### config.mk
export PLATFORM = sky130hd
export DESIGN_NAME = alu_exec_unit
export DESIGN_NICKNAME = d
export VERILOG_FILES = /design/src/rtl/alu_defs_pkg.sv /design/src/rtl/alu_core.sv /design/src/rtl/alu_exec_unit.sv
export SDC_FILE = /design/constraint.sdc
export NUM_CORES = 1
export LEC_CHECK = 0
export BUFFER_PORTS_ARGS = -buffer_cell sky130_fd_sc_hd__buf_2
export CORE_ASPECT_RATIO = 1.1
export CORE_MARGIN = 3
export CORE_UTILIZATION = 45
export CTS_BUF_LIST = sky130_fd_sc_hd__clkbuf_4 sky130_fd_sc_hd__clkbuf_8 sky130_fd_sc_hd__clkbuf_16
export DETAILED_ROUTE_END_ITERATION = 8
export SLEW_MARGIN = 20
export SYNTH_ARGS = -nofsm -noshare
export SYNTH_HDL_FRONTEND = slang
export SYNTH_SLANG_ARGS = --single-unit
### constraint.sdc
create_clock -name clk -period 7 [get_ports clk]
set_input_delay 1.4 -clock clk [delete_from_list [all_inputs] [get_ports clk]]
set_output_delay 1.4 -clock clk [all_outputs]
set_load 0.01 [all_outputs]
### src/rtl/alu_defs_pkg.sv
// Shared definitions for the ALU execution unit.
//   ALU_WIDTH        default operand/result width
//   FLAG_V..FLAG_Z   bit positions inside the 4-bit status word {V,C,N,Z}
//   alu_op_e         operation-select encodings; any other code is illegal
package alu_defs;

  localparam int unsigned ALU_WIDTH = 64;

  localparam int unsigned FLAG_V = 3;
  localparam int unsigned FLAG_C = 2;
  localparam int unsigned FLAG_N = 1;
  localparam int unsigned FLAG_Z = 0;

  typedef enum logic [4:0] {
    OP_PASSA = 5'b00000,
    OP_ADD   = 5'b10000,
    OP_SUB   = 5'b10001,
    OP_AND   = 5'b10100,
    OP_OR    = 5'b00100,
    OP_XOR   = 5'b01100,
    OP_NOTA  = 5'b01110,
    OP_SHL   = 5'b11000,
    OP_SHR   = 5'b11001
  } alu_op_e;

endpackage

### src/rtl/alu_core.sv
// Purely combinational ALU datapath.
//   a, b    operands
//   cin     carry-in (used by ADD/SUB only)
//   sel     operation select (alu_op_e encodings)
//   result  operation result (0 for illegal sel)
//   status  {V,C,N,Z}
//   err     sel is not a legal encoding
module alu_core
  import alu_defs::*;
#(
  parameter int unsigned WIDTH = ALU_WIDTH
) (
  input  logic [WIDTH-1:0] a,
  input  logic [WIDTH-1:0] b,
  input  logic             cin,
  input  logic [4:0]       sel,
  output logic [WIDTH-1:0] result,
  output logic [3:0]       status,
  output logic             err
);

  localparam int unsigned      SHW   = $clog2(WIDTH);
  localparam logic [WIDTH-1:0] SHLIM = WIDTH'(WIDTH);

  logic [WIDTH-1:0] b_op;
  logic [WIDTH:0]   sum;
  logic             arith;
  logic             big_sh;

  always_comb begin
    // SUB shares the adder: A + ~B + cin
    b_op   = (sel == OP_SUB) ? ~b : b;
    sum    = {1'b0, a} + {1'b0, b_op} + {{WIDTH{1'b0}}, cin};
    // the whole B operand sets the shift amount, so any B >= WIDTH clears the result
    big_sh = (b >= SHLIM);
    result = '0;
    err    = 1'b0;
    arith  = 1'b0;
    case (sel)
      OP_PASSA: result = a;
      OP_ADD, OP_SUB: begin
        result = sum[WIDTH-1:0];
        arith  = 1'b1;
      end
      OP_AND:  result = a & b;
      OP_OR:   result = a | b;
      OP_XOR:  result = a ^ b;
      OP_NOTA: result = ~a;
      OP_SHL:  result = big_sh ? '0 : (a << b[SHW-1:0]);
      OP_SHR:  result = big_sh ? '0 : (a >> b[SHW-1:0]);
      default: err = 1'b1;
    endcase

    status         = '0;
    status[FLAG_Z] = (result == '0);
    status[FLAG_N] = result[WIDTH-1];
    status[FLAG_C] = arith & sum[WIDTH];
    // signed overflow: operands agree in sign but the result does not
    status[FLAG_V] = arith & (a[WIDTH-1] == b_op[WIDTH-1]) & (result[WIDTH-1] != a[WIDTH-1]);
  end

endmodule

### src/rtl/alu_exec_unit.sv
// Two-stage pipelined ALU with valid/ready handshakes on both sides.
//   clk, rst_n               clock, asynchronous active-low reset
//   in_valid/in_ready        request handshake
//   in_a, in_b, in_cin, in_sel  request operands and operation select
//   out_valid/out_ready      response handshake
//   out_result, out_status   result and {V,C,N,Z} flags
//   out_err                  illegal operation select was received
//   op_count                 number of completed output handshakes (wraps)
module alu_exec_unit
  import alu_defs::*;
#(
  parameter int unsigned WIDTH = ALU_WIDTH
) (
  input  logic             clk,
  input  logic             rst_n,
  input  logic             in_valid,
  output logic             in_ready,
  input  logic [WIDTH-1:0] in_a,
  input  logic [WIDTH-1:0] in_b,
  input  logic             in_cin,
  input  logic [4:0]       in_sel,
  output logic             out_valid,
  input  logic             out_ready,
  output logic [WIDTH-1:0] out_result,
  output logic [3:0]       out_status,
  output logic             out_err,
  output logic [15:0]      op_count
);

  logic             s1_valid;
  logic [WIDTH-1:0] s1_a;
  logic [WIDTH-1:0] s1_b;
  logic             s1_cin;
  logic [4:0]       s1_sel;

  logic [WIDTH-1:0] c_result;
  logic [3:0]       c_status;
  logic             c_err;

  logic s2_load;
  logic accept;

  // S1 empties whenever S2 can take it, so in_ready looks through to out_ready
  always_comb begin
    s2_load  = s1_valid && (!out_valid || out_ready);
    in_ready = !s1_valid || s2_load;
    accept   = in_valid && in_ready;
  end

  always_ff @(posedge clk or negedge rst_n) begin
    if (!rst_n) begin
      s1_valid <= 1'b0;
      s1_a     <= '0;
      s1_b     <= '0;
      s1_cin   <= 1'b0;
      s1_sel   <= '0;
    end else if (accept) begin
      s1_valid <= 1'b1;
      s1_a     <= in_a;
      s1_b     <= in_b;
      s1_cin   <= in_cin;
      s1_sel   <= in_sel;
    end else if (s2_load) begin
      s1_valid <= 1'b0;
    end
  end

  alu_core #(.WIDTH(WIDTH)) u_core (
    .a      (s1_a),
    .b      (s1_b),
    .cin    (s1_cin),
    .sel    (s1_sel),
    .result (c_result),
    .status (c_status),
    .err    (c_err)
  );

  always_ff @(posedge clk or negedge rst_n) begin
    if (!rst_n) begin
      out_valid  <= 1'b0;
      out_result <= '0;
      out_status <= '0;
      out_err    <= 1'b0;
    end else if (s2_load) begin
      out_valid  <= 1'b1;
      out_result <= c_result;
      out_status <= c_status;
      out_err    <= c_err;
    end else if (out_ready) begin
      out_valid  <= 1'b0;
    end
  end

  always_ff @(posedge clk or negedge rst_n) begin
    if (!rst_n) begin
      op_count <= '0;
    end else if (out_valid && out_ready) begin
      op_count <= op_count + 16'd1;
    end
  end

endmodule

==> impl_metrics.env <==
export IMPL_status="finished clean"
export IMPL_die_w_um=242
export IMPL_cts_tree="yes"
export IMPL_rsz0062_at_grt="false"
export IMPL_clk_pin_slew_ns=0.06
export IMPL_portBuffers=224
export IMPL_ctsLongestPathBuffers=3
export IMPL_synthArstFlopShare_pct=100
export IMPL_fin_crit_sh_pct=95.8
export IMPL_max_stage_delay_ns=0.74
export IMPL_start_kind="flop"
export IMPL_grt_pass1_wl_mm=213
export IMPL_antenna_found_initial=12
export IMPL_cellLeakagePower_nw=13.2
export IMPL_hold_viol=0
export IMPL_rows=94
export IMPL_fillers=5806
export IMPL_regArea_mm2=0.00552
export IMPL_die_area_mm2=0.0644
export IMPL_grt_pass1_vias=28800
export IMPL_cp_arrival_ns=7.18
export IMPL_cpMaxStageDelayCell="a2111oi_1"
export IMPL_dp_cells=4132
export IMPL_route_detailed_drc=0
export IMPL_fmax_ghz=0.149
export IMPL_drt_total_wl_mm=152
export IMPL_syn2layout_area_growth_pct=10.3
export IMPL_synth_ff_type="dfrtp_1"
export IMPL_clock_root_buffer="clkbuf_16"
export IMPL_cts_buffers=26
export IMPL_cp_required_ns=7.47
export IMPL_power_frac_clock_pct=17.2
export IMPL_core_mm2=0.0603
export IMPL_skew_ns=0.0364
export IMPL_place_gp_congestion=1.11
export IMPL_clock_sinks=220
export IMPL_finalSetupViolCount=0
export IMPL_power_density_mw_per_mm2=279
export IMPL_finalNetCount=3678
export IMPL_synth_top_area_share_pct=19.9
export IMPL_switching_share_pct=51.6
export IMPL_hold_buffers=0
export IMPL_drive_above_1_share_pct=23.3
export IMPL_via_per_inst=7.33
export IMPL_p_int_mw=4.12
export IMPL_multiInputGateArea_mm2=0.0202
export IMPL_worstSkewPairLatency_ns=0.61
export IMPL_slew_violations=0
export IMPL_power_frac_seq_pct=23.0
export IMPL_io_pins=225
export IMPL_synth_area_top_cells="dfrtp_1 (20%), ha_1 (8.8%), mux2_2 (8.5%), mux4_2 (7.9%), o21ai_0 (4.5%)"
export IMPL_path_max_fanout=30
export IMPL_setup_tns_final_ns=0
export IMPL_wl_per_cell_um=36.2
export IMPL_htreeDepth=1
export IMPL_yosysWarnings=0
export IMPL_grt_max_degree=139
export IMPL_peakVddDrop_mv=0.234
export IMPL_syn_mean_instance_area_um2=8.46
export IMPL_maxSlewHeadroom_pct=15.6
export IMPL_min_path_cells=2
export IMPL_initial_core_util_pct=45.8
export IMPL_rr_worst_depth=17
export IMPL_p_sw_mw=4.40
export IMPL_ys_seq_elements=220
export IMPL_path_class="reg2reg"
export IMPL_drt_iter0_drc=4892
export IMPL_final_cells=4185
export IMPL_grt_use_total_pct=45.2
export IMPL_synth_distinct_cells=93
export IMPL_detail_route_antenna_nets=0
export IMPL_dr_pass1_iters=6
export IMPL_num_vias=30700
export IMPL_crit_path_end_kind="flop"
export IMPL_syn_inst=3265
export IMPL_synth_top_area_cell="dfrtp_1"
export IMPL_comb_power_share_pct=59.8
export IMPL_netlist_area_mm2=0.0276
export IMPL_post_route_min_period_ns=6.71
export IMPL_syn_nets=3599
export IMPL_synth_edf_count=0
export IMPL_hold_class="reg2reg"
export IMPL_cpMostUsedCell="o41ai_1"
export IMPL_drv_cap=0
export IMPL_synth_seq_area_share_pct=19.9
export IMPL_tightest_slew_ns=1.26
export IMPL_grt_remaining_overflow=0
export IMPL_hpwlAfterDp_mm=117
export IMPL_die_height_um=266
export IMPL_crit_chain="or2_2, nor2_4, nand2_4, xnor2_1, fa_1, nand3b_1, a2111oi_1, o21ai_0, a2111oi_0, a211oi_1, o41ai_1, xor2_1, a211o_1, nor4_1, nand3_1, or4_1, o41ai_1"
[final timing paths]
path	from	to	slack, ns
max	s1_sel[2]	out_status[0]	0.29
min	out_result[26]	out_result[26]	0.47
max reg2reg	s1_sel[2]	out_status[0]	0.29
min reg2reg	out_result[26]	out_result[26]	0.47
max in group asynchronous	rst_n	out_result[51]	4.98
min in group asynchronous	rst_n	s1_a[7]	0.75
[cells in the final DEF, fill, tap and decap left out, types with 26 or more instances in the layout]
master | synthesis | routed
dfrtp_1 | 220 | 215
xnor2_1 | 98 | 98
o22ai_1 | 50 | 50
buf_4 | 16 | 134
nand4_1 | 46 | 46
nor4_1 | 37 | 34
mux4_2 | 97 | 97
nor3_1 | 44 | 38
a211oi_1 | 48 | 48
nand3_1 | 63 | 63
mux2i_1 | 121 | 121
buf_2 | 31 | 223
a22o_1 | 50 | 50
ha_1 | 194 | 194
a221oi_1 | 74 | 74
a22oi_1 | 34 | 34
nand2_1 | 306 | 303
a21oi_1 | 189 | 189
inv_1 | 150 | 149
mux2_2 | 209 | 209
clkbuf_16 | 0 | 26
nor2_1 | 198 | 193
o211ai_1 | 51 | 51
a21o_1 | 38 | 38
o21ai_0 | 247 | 245
[flip-flops by register name (all words and copies together) (netlist names)]
| name | flops |
|---|---|
| s1_valid | 1 |
| s1_b | 64 |
| out_status | 4 |
| s1_cin | 1 |
| op_count | 16 |
| s1_a | 64 |
| s1_sel | 5 |
| out_err | 1 |
| out_valid | 1 |
| out_result | 63 |
[Yosys cell counts (50+ instances only)]
| cell | count |
|---|---|
| inv_1 | 150 |
| a21oi_1 | 189 |
| xnor2_1 | 98 |
| clkbuf_1 | 207 |
| nor2_1 | 198 |
| mux2i_1 | 121 |
| dfrtp_1 | 220 |
| nand3_1 | 63 |
| o21ai_0 | 247 |
| mux4_2 | 97 |
| nand2_1 | 306 |
| ha_1 | 194 |
| o211ai_1 | 51 |
| o22ai_1 | 50 |
| a22o_1 | 50 |
| mux2_2 | 209 |
| a221oi_1 | 74 |
[metrics by stage]
step	setup slack, ns	cell area, µm²	total power, mW	util (%)	hold WS [ns]
after global placement	0.331	29500	6.69	48.9	0.459
after global routing	0.193	30500	8.78	50.5	0.499
final	0.292	30500	8.52	50.5	0.471
after detailed placement	0.253	29500	6.75	49.0	0.465
after CTS	0.147	30400	8.24	50.5	0.477
after floorplan	0.574	27600	4.83	-	0.471
[area by class of cell]
type | instances | area share (%)
well taps | 816 | 3.35
clock inverters | 10 | 0.493
clock buffers | 36 | 2.46
repair buffers | 363 | 7.34
inverters | 153 | 1.88
flip-flops and latches | 220 | 18.1
diodes | 7 | 0.0575
multi-input cells | 2580 | 66.3
[power groups by stage]
stage | Sequential [mW] | Combinational (mW) | Clock, mW
floorplan | 1.65 | 3.18 | 0
global placement | 1.93 | 4.77 | 0
detailed placement | 1.94 | 4.81 | 0
CTS | 1.92 | 4.83 | 1.49
global route | 1.96 | 5.28 | 1.54
finish | 1.96 | 5.10 | 1.47
[timing repair]
action / in CTS / in global routing
gates resized for setup: 0 / 1
endpoints found under the setup margin: 0 / 1
hold endpoints to repair: 0 / 0
setup buffers: 0 / 0
[cell families after synthesis]
family                     after synthesis  synth area share, %
buffers and inverters                  465                 7.37
muxes                                  439                 21.8
AOI/OAI and AO/OA                      983                 23.9
xor gates and xnor gates               118                 3.74
adders and majority gates              196                 8.93
and+or+nand+nor                        844                 14.4
DFF                                    220                 19.9
[metal layers]
| metal | vias up | share of wire [%] | global-route usage (%) |
|---|---|---|---|
| met5 | - | 0.16 | 1.40 |
| met4 | 12 | 7.8 | 26.9 |
| met3 | 615 | 14 | 16.1 |
| met2 | 2501 | 40 | 64.9 |
| met1 | 15100 | 37 | 58.3 |
| li1 | 12400 | - | - |
[worst max-delay path: cells and delay by family (launching register included)]
family | cells | cell delay (ns)
xor+xnor | 2 | 0.38
compound gates | 7 | 3.15
fa+ha+maj | 1 | 0.42
simple gates | 7 | 2.11
flops | 1 | 0.50
Power figures use the tool's default switching activity.
